**src/rtl/mem_load_unit.sv**
```systemverilog
// Load-side memory port: req/ack handshake, memory-data register, big-endian byte/half/word extraction.
// Optional build macro MEM_LOAD_ALIGN_CHECK_EN flags misaligned lh/lhu/lw without touching memory.
module mem_load_unit #(
  parameter int WIDTH   = 32,
  parameter int TIMEOUT = 15
) (
  input  logic             clk,
  input  logic             reset,
  input  logic             start,
  input  logic [WIDTH-1:0] addr,
  input  logic [2:0]       ltype,
  output logic             busy,
  output logic             done,
  output logic [WIDTH-1:0] rdata,
  output logic             err,
  output logic             mem_req,
  output logic [WIDTH-1:0] mem_addr,
  input  logic             mem_ack,
  input  logic [WIDTH-1:0] mem_rdata
);

  typedef enum logic [1:0] {IDLE, REQ, DONE} state_t;

  localparam logic [7:0] TMO = 8'(TIMEOUT);

  state_t           state_q, state_d;
  logic [WIDTH-1:0] addr_q, addr_d;
  logic [2:0]       ltype_q, ltype_d;
  logic [7:0]       cnt_q, cnt_d;
  logic             err_q, err_d;
  logic [WIDTH-1:0] mdr_q, mdr_d;
  logic [1:0]       off_q, off_d;
  logic [2:0]       sel_q, sel_d;
  logic             misalign;

  // Selection is frozen at capture time so rdata survives later starts and timeouts.
  function automatic logic [31:0] extract(input logic [31:0] w, input logic [1:0] off,
                                          input logic [2:0] lt);
    logic signed [7:0]  b;
    logic signed [15:0] h;
    logic [31:0]        r;
    case (off)
      2'd0:    b = w[31:24];
      2'd1:    b = w[23:16];
      2'd2:    b = w[15:8];
      default: b = w[7:0];
    endcase
    h = off[1] ? w[15:0] : w[31:16];
    case (lt)
      3'b000:  r = {{24{b[7]}}, b};
      3'b001:  r = {{16{h[15]}}, h};
      3'b100:  r = {24'd0, b};
      3'b101:  r = {16'd0, h};
      default: r = w;
    endcase
    return r;
  endfunction

`ifdef MEM_LOAD_ALIGN_CHECK_EN
  always_comb begin
    case (ltype)
      3'b000, 3'b100: misalign = 1'b0;
      3'b001, 3'b101: misalign = addr[0];
      default:        misalign = (addr[1:0] != 2'b00);
    endcase
  end
`else
  assign misalign = 1'b0;
`endif

  always_ff @(posedge clk) begin
    if (reset) begin
      state_q <= IDLE;
      addr_q  <= '0;
      ltype_q <= '0;
      cnt_q   <= '0;
      err_q   <= 1'b0;
      mdr_q   <= '0;
      off_q   <= '0;
      sel_q   <= '0;
    end else begin
      state_q <= state_d;
      addr_q  <= addr_d;
      ltype_q <= ltype_d;
      cnt_q   <= cnt_d;
      err_q   <= err_d;
      mdr_q   <= mdr_d;
      off_q   <= off_d;
      sel_q   <= sel_d;
    end
  end

  always_comb begin
    state_d = state_q;
    addr_d  = addr_q;
    ltype_d = ltype_q;
    cnt_d   = cnt_q;
    err_d   = err_q;
    mdr_d   = mdr_q;
    off_d   = off_q;
    sel_d   = sel_q;
    case (state_q)
      IDLE: begin
        if (start) begin
          addr_d  = addr;
          ltype_d = ltype;
          cnt_d   = '0;
          err_d   = misalign;
          state_d = misalign ? DONE : REQ;
        end
      end
      REQ: begin
        // An ack in the same cycle as the limit takes priority over the timeout.
        if (mem_ack) begin
          mdr_d   = mem_rdata;
          off_d   = addr_q[1:0];
          sel_d   = ltype_q;
          state_d = DONE;
        end else if (cnt_q == TMO) begin
          err_d   = 1'b1;
          state_d = DONE;
        end else begin
          cnt_d = cnt_q + 8'd1;
        end
      end
      DONE:    state_d = IDLE;
      default: state_d = IDLE;
    endcase
  end

  assign busy     = (state_q != IDLE);
  assign done     = (state_q == DONE);
  assign mem_req  = (state_q == REQ);
  assign err      = err_q;
  assign mem_addr = {addr_q[WIDTH-1:2], 2'b00};
  assign rdata    = extract(mdr_q, off_q, sel_q);

endmodule
```
**config.mk**
```make
export PLATFORM = sky130hd
export DESIGN_NAME = mem_load_unit
export DESIGN_NICKNAME = d
export VERILOG_FILES = /design/src/rtl/mem_load_unit.sv
export SDC_FILE = /design/constraint.sdc
export NUM_CORES = 1
export LEC_CHECK = 0
export ABC_AREA = 1
export BUFFER_PORTS_ARGS = -buffer_cell sky130_fd_sc_hd__buf_2
export CAP_MARGIN = 20
export CORE_UTILIZATION = 45
export DETAILED_ROUTE_END_ITERATION = 16
export GPL_TIMING_DRIVEN = 0
export PLACE_DENSITY = 0.72
export SETUP_SLACK_MARGIN = 0.1
export SLEW_MARGIN = 40
export SYNTH_ARGS = -nofsm -noshare
export SYNTH_HDL_FRONTEND = slang
export SYNTH_SLANG_ARGS = --single-unit
```
**constraint.sdc**
```tcl
create_clock -name clk -period 1.72 [get_ports clk]
set_clock_uncertainty 0.15 [all_clocks]
set_input_delay 0.43 -clock clk [delete_from_list [all_inputs] [get_ports clk]]
set_output_delay 0.43 -clock clk [all_outputs]
set_load 0.005 [all_outputs]
```
* After elaboration in Yosys (flattened, before gate mapping)
Index checks and enable logic that the tools add are counted.
** Word-level totals
- Word-level logic and storage cells :: 47
- Output and inout port bits :: 68
- Flip-flop bits (word level) :: 83
- Input bits :: 71
** Cells by class
- Mux-type cells :: 15
- Equal/unequal tests :: 13
- Reduce and logical (&&, ||, !) cells :: 10
- Add/subtract/negate cells :: 1
** Operator list (count)
- $pmux 32 s4 :: 1
- $mux 8 :: 3
- $pmux 8 s3 :: 1
- $mux 16 :: 1
- $pmux 8 s2 :: 1
- $add 8x1->8 const B :: 1
- $eq 8x4->1 const B :: 1
- $reduce_and 4->1 :: 2
- $eq 3x3->1 const B :: 2
- $mux 2 :: 3
- $ne 2x2->1 const B :: 3
- $reduce_and 2->1 :: 3
- $eq 2x1->1 const B :: 2
- $eq 2x2->1 const B :: 2
- $logic_not 2->1 :: 2
- $pmux 2 s2 :: 1
- $reduce_bool 2->1 :: 2
- $eq 3x1->1 const B :: 1
- $logic_not 3->1 :: 1
- $mux 1 :: 3
- $ne 3x1->1 const B :: 1
- $ne 2x1->1 const B :: 1
- $pmux 1 s2 :: 1

* Longest topological paths before layout
Gate-level depths: netlist (run 1).
- Word-level depth :: 4
- Depth in mapped cells :: 10
- Gate-level depth less buffers :: 9

* Worst setup path before layout (run 1)
OpenSTA, ideal clock, no wires.
- Path kind :: reg-to-output
- From :: reg sel_q[1]
- To :: out rdata[16]
- Buffers on the path :: 3
- Setup slack :: -36 ps
- Required time :: 1140 ps
- Arrival time :: 1176 ps
- Cell stages (with the launch flop) :: 10
- Cell sequence :: dfxtp_1 buf_6 inv_6 buf_8 nand3_2 or2_4 nand2_4 inv_4 buf_12 o21ai_2
** On the way
- Word-level cells in the longest chain between the ends :: 2
- Elaborated cells on any way between the ends :: 5
- Classes of those cells :: eq/ne: 3; mux: 1; reduce/logical: 1
** RTL lines
- from (decl) :: line 33 : logic [2:0] sel_q, sel_d;
- from (signal assigned) :: line 89 : sel_q <= sel_d;
- $eq 3x3->1 (tied with other cells) :: line 49 : case (lt)
- $pmux 32 s4 * :: line 49
- to (decl) :: line 14 : output logic [WIDTH-1:0] rdata,
Mark *: on every way between the ends. The rest lies on a longest branch, timed or not.

* Worst setup path in the final report (run 1)
- From :: reg off_q[1]
- To :: out rdata[10]
** On the way
- Word-level cells in the longest chain between the ends :: 3
- Elaborated cells on any way between the ends :: 6
- Classes of those cells :: eq/ne: 2; mux: 3; reduce/logical: 1
** RTL lines
- from (decl) :: line 32 : logic [1:0] off_q, off_d;
- from (signal assigned) :: line 79 : off_q <= '0;
- from (signal assigned) :: line 88 : off_q <= off_d;
- $eq 2x2->1 (tied with other cells) :: line 42 : case (off)
- $pmux 8 s3 :: line 42
- $pmux 32 s4 * :: line 49
Marked as above.

==> out/results.tsv, run 1 <==
metric	value	unit
status	finished, violations left	
violations	setup timing	
arrival	1.76	ns
totalWireLength	11400	µm
setup_ws	-0.622	ns
p_per_area	902	nW/µm²
fmax	0.427	GHz
ys_ff_latch	83	
required	1.14	ns
mappedNetlistArea	3960	µm²
slowest_delay	0.35	ns
vias_per_cell	5.10	
clkLatencyLatePin	0.35	ns
final_cells	812	
seq_power_share	42.4	%
drt_pre_antenna_iters	4	
worstSetupEndpointType	output pin	
synth_edf_count	0	
area_delta_synth_final	40.9	%
pwr-share-clk	33.8	%
ys_seq_area_share	41.9	%
setup_viol	32	
drcViolationCount	0	
grt_pass1_vias	3656	
die_area	9190	µm²
grt_max_degree	14	
finalCritPeriodShare	136	%
cts.clk_slew.worst_paths	0.09	ns
cts_tree	yes	
path_cells	buf_8, nor2_1, a21oi_4, nand4_4, buf_4, a22oi_1, buf_2	
critical-path-top-delay-family	buffers and inverters	
antenna_found_initial	1	
finalNetCount	774	
grt.total_usage	24.0	%
syn_avg_cell_area	7.37	µm²
place_hpwl	8050	µm
switching_share	27.8	%
gp_congestion	0.880	
p_comb_share	23.8	%
final_antenna_net_count	0	
cts.sinks	83	
p_sw	1.40	mW
drive_gt1_share	43.1	%
io_buffers	135	
placedCellCount	779	
p_leak	2.62	nW
grt_pass1_wl	16900	µm
vdd_drop_max	567	µV
ys.flop_type	dfxtp_1	
core_area	8380	µm²
drt-wirelength-per-cell	14.0	µm
start_util	47.3	%
cp.buffers_inverters	3	
rsz0062_at_grt	true	
vias	4142	
final_cell_mix	buf_2 (138), nor2_1 (98), dfxtp_1 (76)	
ios	139	
finalHoldViolCount	0	
yosysWarnings	0	
worstHoldPathType	input port to flip-flop	
mostFrequentLayoutCell	buf_2	
grt-ovfl-total	0	
cap_violations	0	
cts-buffers-inserted	9	
hold_ws	0.165	ns
synthArstFlopShare	0	%
die_x	95.8	µm
root_buffer	clkbuf_8	
path_class	flip-flop to output pin	
maxSlewViolCount	0	
synthCells	538	
start_kind	flip-flop	
htree_levels	3	
intPower	3.64	mW
ys_types	34	
layout_min_cycle_time	2.34	ns
drtIter0Drc	192	
crit_path_max_fanout	7	
slowest_stage	dfxtp_2	
die_y	95.8	µm
clock_path_buffers	2	
fp-row-count	33	
stage by stage:
stage | setup TNS [ns] | power (mW) | setup WS [ns] | cell area, µm² | utilization [%]
2_1_floorplan | -0.0664 | 2.76 | -0.00664 | 3970 | -
3_5_place_dp | -7.98 | 3.14 | -0.287 | 4780 | 57.0
5_1_grt | -19.32 | 5.27 | -0.658 | 5580 | 66.6
3_3_place_gp | -6.95 | 3.12 | -0.294 | 4780 | 57.0
6_report | -17.71 | 5.04 | -0.622 | 5580 | 66.6
4_1_cts | -17.77 | 4.96 | -0.605 | 5410 | 64.5
registers in the layout (all words and copies together) (netlist names):
register,flops
err,1
ltype_q,3
off_q,2
addr_q,32
cnt_q,8
mdr_q,32
sel_q,3
state_q,2
repair_timing:
action                                 in CTS  in global routing
endpoints found under the hold margin       0                  0
setup endpoints to repair                  57                 61
pin swaps                                   9                 19
setup buffers                              12                  2
cloned                                      3                  1
resized for setup                          80                 49
hold buffers                                0                  0
kinds of logic after synthesis:
family	count (synthesis)	synth area share (%)
xor+xnor	1	0.221
flops	83	41.9
buf+inv	114	15.6
fa+ha+maj	1	0.316
other cells	1	0.0946
compound gates	170	24.2
simple gates	168	17.7
cell type report:
cell class / instances / area (µm²)
diodes: 1 / 2.50
well taps: 105 / 131
fillers: 726 / 2800
plain buffers: 64 / 474
multi-input cells: 342 / 1960
repair buffers: 153 / 892
flip-flops and latches: 83 / 1670
clock buffers: 11 / 141
inverters: 49 / 206
clock inverters: 4 / 98.8
path summary, 6_finish.rpt:
path	startpoint	end	slack, ns	cells after the start
min	addr[1]	addr_q[1]	0.17	3
max	off_q[1]	rdata[10]	-0.62	7
max reg2reg	cnt_q[1]	cnt_q[7]	0.19	8
min reg2reg	mdr_q[1]	mdr_q[1]	0.31	2
routing by layer:
layer  vias up  global-route usage (%)  wire, µm
met5         -                       0         0
met4         0                    7.96       217
met3        19                    6.00       857
met2       163                    41.7      5490
met1      1896                    28.8      4830
li1       2064                       -         -
synth_stat cells, types with 2 or more instances:
library cell,count,area [µm²]
nor2_2,2,12.5
o21ai_0,87,435
nand3_1,14,70.1
dfxtp_1,83,1660
buf_2,11,55.1
nor2_1,101,379
clkbuf_1,15,56.3
nand2_1,42,158
nand2_2,3,18.8
a21oi_1,47,235
o31ai_1,5,37.5
nor3_1,2,10.0
buf_6,2,22.5
o21ai_2,11,96.3
inv_2,5,18.8
buf_4,34,255
a22oi_1,15,113
inv_1,42,158
o21ai_1,2,10.0
power groups by stage:
stage	sequential [mW]	combinational (mW)	clock, mW
global route	2.15	1.31	1.80
floorplan	2.15	0.614	0
CTS	2.13	1.11	1.73
finish	2.14	1.20	1.70
global placement	2.16	0.957	0
detailed placement	2.17	0.972	0
worst reg2reg max path, stage by stage, from the launching register on:
cell	delay, ns
dfxtp_2	0.36
ha_4	0.16
nand3_2	0.12
nor2_2	0.16
nor2_1	0.10
nor2_4	0.17
nor2_1	0.06
nor2_1	0.10
nor2_1	0.05
Power figures use the tool's default switching activity.
==> inputs of run 2 (changes only) <==
--- a/config.mk
+++ b/config.mk
@@ -5,13 +5,12 @@
 export SDC_FILE = /design/constraint.sdc
 export NUM_CORES = 1
 export LEC_CHECK = 0
-export ABC_AREA = 1
 export BUFFER_PORTS_ARGS = -buffer_cell sky130_fd_sc_hd__buf_2
 export CAP_MARGIN = 20
 export CORE_UTILIZATION = 45
 export DETAILED_ROUTE_END_ITERATION = 16
 export GPL_TIMING_DRIVEN = 0
-export PLACE_DENSITY = 0.72
+export PLACE_DENSITY = 0.73
 export SETUP_SLACK_MARGIN = 0.1
 export SLEW_MARGIN = 40
 export SYNTH_ARGS = -nofsm -noshare
==> out/results.tsv, run 2 <==
metric	value	unit	change
syn_avg_cell_area	7.89	µm²	was 7.37 µm²
synth-adder-area-share	0.329	%	was 0.316%
antenna_found_initial	1		unchanged
ios	139		unchanged
placed_cell_area	4640	µm²	was 4780 µm²
die_x	94	µm	was 95.8 µm
drt_pre_antenna_iters	4		unchanged
worst_pin_slew	0.532	ns	
fmax	0.399	GHz	was 0.427 GHz
n_fill_cell	725		was 726
largestRegisters	addr_q x32, mdr_q x32, cnt_q x8		unchanged
synth.top_cells.by_area	dfxtp_1 (44%), nand2_1 (15%), a21oi_1 (9.9%), buf_4 (6.3%), a21o_1 (3.2%)		was dfxtp_1 (42%), o21ai_0 (11%), nor2_1 (9.6%), buf_4 (6.4%), a21oi_1 (5.9%)
vdd_drop_max	525	µV	was 567 µV
die_area	8840	µm²	was 9190 µm²
p_leak	2.43	nW	was 2.62 nW
synth_edf_count	0		unchanged
ys_seq_area_share	43.6	%	was 41.9%
io_buffers	135		unchanged
synthSimpleGateAreaFrac	21.4	%	was 17.7%
final_antenna_net_count	0		unchanged
cts.clk_slew.worst_paths	0.09	ns	about the same
area_delta_synth_final	36.1	%	was 40.9%
synth_compound_area_share	20.0	%	was 24.2%
grt_pass1_vias	3613		was 3,656
core_area	8220	µm²	was 8380 µm²
rsz0062_at_grt	true		unchanged
setup_ws	-0.786	ns	was -0.622 ns
drive_gt1_share	41.0	%	was 43.1%
violations	setup timing		unchanged
root_buffer	clkbuf_8		unchanged
clock_path_buffers	2		unchanged
grt_pass1_wl	16400	µm	was 16,900 µm
status	finished, violations left		unchanged
synth.most_common_cell	nand2_1		was nor2_1
hold_ws	0.136	ns	was 0.165 ns
final_area	5180	µm²	was 5580 µm²
required	1.14	ns	about the same
yosys.area.top_type	dfxtp_1		unchanged
arrival	1.93	ns	was 1.76 ns
synth_commonest_cells	nand2_1 (153), dfxtp_1 (83), a21oi_1 (75), buf_4 (32), clkbuf_1 (18)		was nor2_1 (101), o21ai_0 (87), dfxtp_1 (83), a21oi_1 (47)
finalHoldViolCount	0		unchanged
path_cells	mux4_2, nor2_4, a311oi_4, buf_6, a21o_1, buf_2		was buf_8, nor2_1, a21oi_4, nand4_4, buf_4, a22oi_1, buf_2
ys_types	38		was 34
setup_viol	33		was 32
synth_top_family_by_area	simple AND/OR/NAND/NOR gates		was compound AO/OA/AOI/OAI gates
vias	3841		was 4,142
grt-ovfl-total	0		unchanged
clkLatencyLatePin	0.36	ns	was 0.35 ns
maxSlewViolCount	0		unchanged
maxSlewHeadroom	64.5	%	
yosysWarnings	0		unchanged
fp-row-count	33		unchanged
critical-path-top-delay-family	multiplexers		was buffers and inverters
finalCritPeriodShare	146	%	was 136%
final_cell_mix	nand2_1 (150), buf_2 (138), dfxtp_1 (76)		was buf_2 (138), nor2_1 (98), dfxtp_1 (76)
final_cells	754		was 812
tns	-22.56	ns	was -17.71 ns
finalNetCount	715		was 774
grt.total_usage	24.0	%	about the same
place_hpwl	7510	µm	was 8050 µm
worstHoldPathType	input port to flip-flop		unchanged
start_kind	flip-flop		unchanged
cts-buffers-inserted	9		unchanged
synthCells	483		was 538
ys.flop_type	dfxtp_1		unchanged
start_util	46.4	%	was 47.3%
layout_min_cycle_time	2.51	ns	was 2.34 ns
vias_per_cell	5.09		was 5.10
totalWireLength	10700	µm	was 11,400 µm
p_per_area	806	nW/µm²	was 902 nW/µm²
ys_ff_latch	83		unchanged
grt_max_degree	16		was 14
cap_violations	0		unchanged
mappedNetlistArea	3810	µm²	was 3960 µm²
synthArstFlopShare	0	%	unchanged
path_class	flip-flop to output pin		unchanged
htree_levels	3		unchanged
drtIter0Drc	148		was 192
drcViolationCount	0		unchanged
cp.buffers_inverters	2		was 3
slowest_delay	0.57	ns	was 0.35 ns
die_y	94	µm	was 95.8 µm
worstSetupEndpointType	output pin		unchanged
cts.sinks	83		unchanged
placedCellCount	724		was 779
synth_top_area_share	43.6	%	was 41.9%
slowest_stage	mux4_2		was dfxtp_2
drt-wirelength-per-cell	14.2	µm	was 14.0 µm
crit_path_max_fanout	10		was 7
gp_congestion	0.880		about the same
synthXorXnorAreaFrac	1.15	%	was 0.221%
synthMuxAreaShare	2.66	%	was 0%
cts_tree	yes		unchanged
pre_cts_slack	-0.491	ns	was -0.287 ns
mostFrequentLayoutCell	nand2_1		was buf_2
-- run 2: worst paths after layout --
kind / startpoint / end / slack, ns / cells after the start
hold reg to reg: ltype_q[2] / sel_q[2] / 0.31 / 2
hold / removal: mem_rdata[23] / mdr_q[23] / 0.14 / 3
setup / recovery: off_q[1] / rdata[25] / -0.79 / 6
setup reg to reg: cnt_q[0] / cnt_q[4] / -0.01 / 5
-- run 2: per-stage QoR --
step,util [%],power [mW]
after floorplan,-,2.45
after global placement,56.5,2.68
after detailed placement,56.5,2.70
after CTS,61.7,4.16
after global routing,63.1,4.34
final,63.1,4.18
-- run 2: power by group --
part | switching [mW] | internal, mW
Combinational | 0.326 | 0.337
Clock | 0.763 | 0.687
Sequential | 0.0603 | 2.01
Total | 1.15 | 3.03
-- run 2: worst reg2reg max path: cells and delay by family, from the launching register on --
kind	cells	cell delay [ns]
compound gates	2	0.55
simple gates	2	0.42
fa+ha+maj	1	0.15
flops	1	0.39
-- run 2: routing by layer --
metal	share of wire, %	GRT usage, %
met1	43	29.1
met4	1.8	10.4
met2	49	41.7
met3	6.5	3.88
met5	0	0
-- run 2: layout make-up --
| cell class | instances | area (µm²) | area share [%] |
|---|---|---|---|
| clock inverter | 6 | 72.6 | 1.40 |
| clock buffer | 10 | 128 | 2.46 |
| multi-input combinational | 334 | 1910 | 36.8 |
| tap | 105 | 131 | 2.53 |
| inverter | 2 | 10.0 | 0.193 |
| sequential | 83 | 1680 | 32.4 |
| timing repair buffer | 150 | 828 | 16.0 |
| buffer | 63 | 423 | 8.16 |
| antenna | 1 | 2.50 | 0.0483 |
-- run 2: timing repair --
action,in CTS,in global routing
setup buffers,15,2
resized for setup,45,35
setup endpoints to repair,107,100
hold buffers,0,0
cloned,0,0
pin swaps,12,9
-- run 2: cells by family (layout without fill, tap and decap cells) --
kind of cell,Yosys count,count (layout)
flip-flops,83,83
multiplexers,8,8
other,1,3
adder cells (fa/ha/maj),1,1
AO/OA/AOI/OAI,125,125
AND/OR/NAND/NOR,193,193
buffers and inverters,67,231
XOR/XNOR,5,5
==> inputs of run 3 (changes only) <==
--- a/config.mk
+++ b/config.mk
@@ -10,9 +10,11 @@
 export CORE_UTILIZATION = 45
 export DETAILED_ROUTE_END_ITERATION = 16
 export GPL_TIMING_DRIVEN = 0
+export MAX_ROUTING_LAYER = met4
 export PLACE_DENSITY = 0.73
 export SETUP_SLACK_MARGIN = 0.1
 export SLEW_MARGIN = 40
 export SYNTH_ARGS = -nofsm -noshare
 export SYNTH_HDL_FRONTEND = slang
 export SYNTH_SLANG_ARGS = --single-unit
+export TNS_END_PERCENT = 50
==> out/results.tsv, run 3 (synthesis results as in run 2) <==
metric	value	unit	change
status	finished, violations left		unchanged
violations	setup timing		unchanged
grt.total_usage	23.6	%	was 24.0%
placedCellCount	724		unchanged
grt_max_degree	15		was 16
final_cell_mix	nand2_1 (152), buf_2 (139), dfxtp_1 (80)		was nand2_1 (150), buf_2 (138), dfxtp_1 (76)
worst_pin_slew	0.525	ns	was 0.532 ns
maxSlewViolCount	0		unchanged
drcViolationCount	0		unchanged
totalWireLength	10200	µm	was 10,700 µm
cts-buffers-inserted	9		unchanged
ios	139		unchanged
mostFrequentLayoutCell	nand2_1		unchanged
cts_tree	yes		unchanged
setup_viol	33		unchanged
largestRegisters	addr_q x32, mdr_q x32, cnt_q x8		unchanged
p_leak	2.39	nW	was 2.43 nW
reg2reg_to	cnt_q[4]		unchanged
gp_congestion	0.850		was 0.880
holdPathEnd	addr_q[20]		was mdr_q[23]
finalCritPeriodShare	146	%	about the same
cts.sinks	83		unchanged
vias_per_cell	5.09		about the same
area_delta_synth_final	32.8	%	was 36.1%
final_cells	747		was 754
grt_pass1_wl	16000	µm	was 16,400 µm
n_fill_cell	737		was 725
utilization	61.5	%	was 63.1%
clkLatencyLatePin	0.35	ns	was 0.36 ns
start_util	46.4	%	unchanged
cts.clk_slew.worst_paths	0.09	ns	about the same
fmax	0.399	GHz	about the same
vdd_drop_max	467	µV	was 525 µV
crit_path_max_fanout	8		was 10
required	1.14	ns	about the same
rsz0062_at_grt	true		unchanged
grt_pass1_vias	3406		was 3,613
cap_violations	0		unchanged
fp-row-count	33		unchanged
antennaDiodeCount	0		was 1
antenna_found_initial	0		was 1
core_area	8220	µm²	unchanged
hold_ws	0.156	ns	was 0.136 ns
placed_cell_area	4630	µm²	was 4640 µm²
start_kind	flip-flop		unchanged
power	4.10	mW	was 4.18 mW
clock_path_buffers	2		unchanged
p_per_area	811	nW/µm²	was 806 nW/µm²
vias	3800		was 3,841
die_y	94	µm	unchanged
layout_min_cycle_time	2.50	ns	was 2.51 ns
r2r_slack	0.10	ns	was -0.01 ns
setup_ws	-0.783	ns	was -0.786 ns
worstHoldPathType	input port to flip-flop		unchanged
drtIter0Drc	142		was 148
htree_levels	3		unchanged
finalHoldViolCount	0		unchanged
final_antenna_net_count	0		unchanged
io_buffers	135		unchanged
die_area	8840	µm²	unchanged
grt-ovfl-total	0		unchanged
hold_start	addr[20]		was mem_rdata[23]
place_hpwl	7410	µm	was 7510 µm
postCtsHoldBufs	0		unchanged
drive_gt1_share	38.2	%	was 41.0%
worstSetupEndpointType	output pin		unchanged
path_class	flip-flop to output pin		unchanged
arrival	1.92	ns	was 1.93 ns
drt_pre_antenna_iters	4		unchanged
holdPathStages	3		unchanged
maxSlewHeadroom	65.0	%	was 64.5%
root_buffer	clkbuf_8		unchanged
die_x	94	µm	unchanged
final_area	5060	µm²	was 5180 µm²
drt-wirelength-per-cell	13.6	µm	was 14.2 µm
r2r_cells	5		unchanged
finalNetCount	709		was 715
cp-startpoint	off_q[1]		unchanged
worstReg2RegStart	cnt_q[0]		unchanged
-- run 3: cell count changes in the layout (fill, tap and decap cells not counted), moves of 3 or more --
cell / delta
buf_4: -6
dfxtp_1: +4
dfxtp_4: -4
mux2_2: -3
mux2_4: +3
-- run 3: power breakdown --
group          switching, mW  leakage (nW)  total (mW)  internal (mW)
Sequential            0.0593         0.678        2.07           2.01
Combinational          0.311          1.62       0.627          0.316
Clock                  0.724        0.0901        1.40          0.680
-- run 3: worst max-delay path by stage --
stage	end
6_report	rdata[14]
5_1_grt	rdata[15]
4_1_cts	rdata[24]
3_5_place_dp	rdata[19]
3_3_place_gp	rdata[0]
2_1_floorplan	rdata[16]
-- run 3: repair_timing --
| item | CTS | global route |
|---|---|---|
| pin swaps | 5 | 7 |
| buffers inserted | 5 | 4 |
| gates resized for setup | 39 | 24 |
| setup endpoints to repair | 109 | 70 |
| hold endpoints to repair | 0 | 0 |
-- run 3: stage by stage --
step           setup TNS (ns)  worst slack, ns
6_report               -21.83           -0.783
5_1_grt                -24.67           -0.855
4_1_cts                -24.47           -0.837
3_5_place_dp           -18.23           -0.479
3_3_place_gp           -16.91           -0.449
2_1_floorplan           -5.85           -0.276
-- run 3: critical path: stages (launching register included) --
cell and delay, ns:
dfxtp_2 0.36, mux4_2 0.54, nand2b_1 0.14, nor2_2 0.10
a221o_1 0.29, buf_2 0.14
-- run 3: layout make-up --
type | count | area (µm²) | share of cell area [%]
flip-flops and latches | 83 | 1670 | 32.9
clock inverters | 5 | 62.6 | 1.24
well taps | 105 | 131 | 2.60
repair buffers | 144 | 763 | 15.1
multi-input cells | 334 | 1860 | 36.8
inverters | 2 | 7.51 | 0.148
plain buffers | 63 | 434 | 8.59
clock buffers | 11 | 131 | 2.60
-- run 3: per-layer routing --
layer  vias up  GRT usage, %  part of all wire, %
li1       1901             -                    -
met1      1756          29.3                   44
met2       132          39.5                   49
met3        11          4.53                  6.0
met4         0          6.15                  1.2
met5         -             -                    0
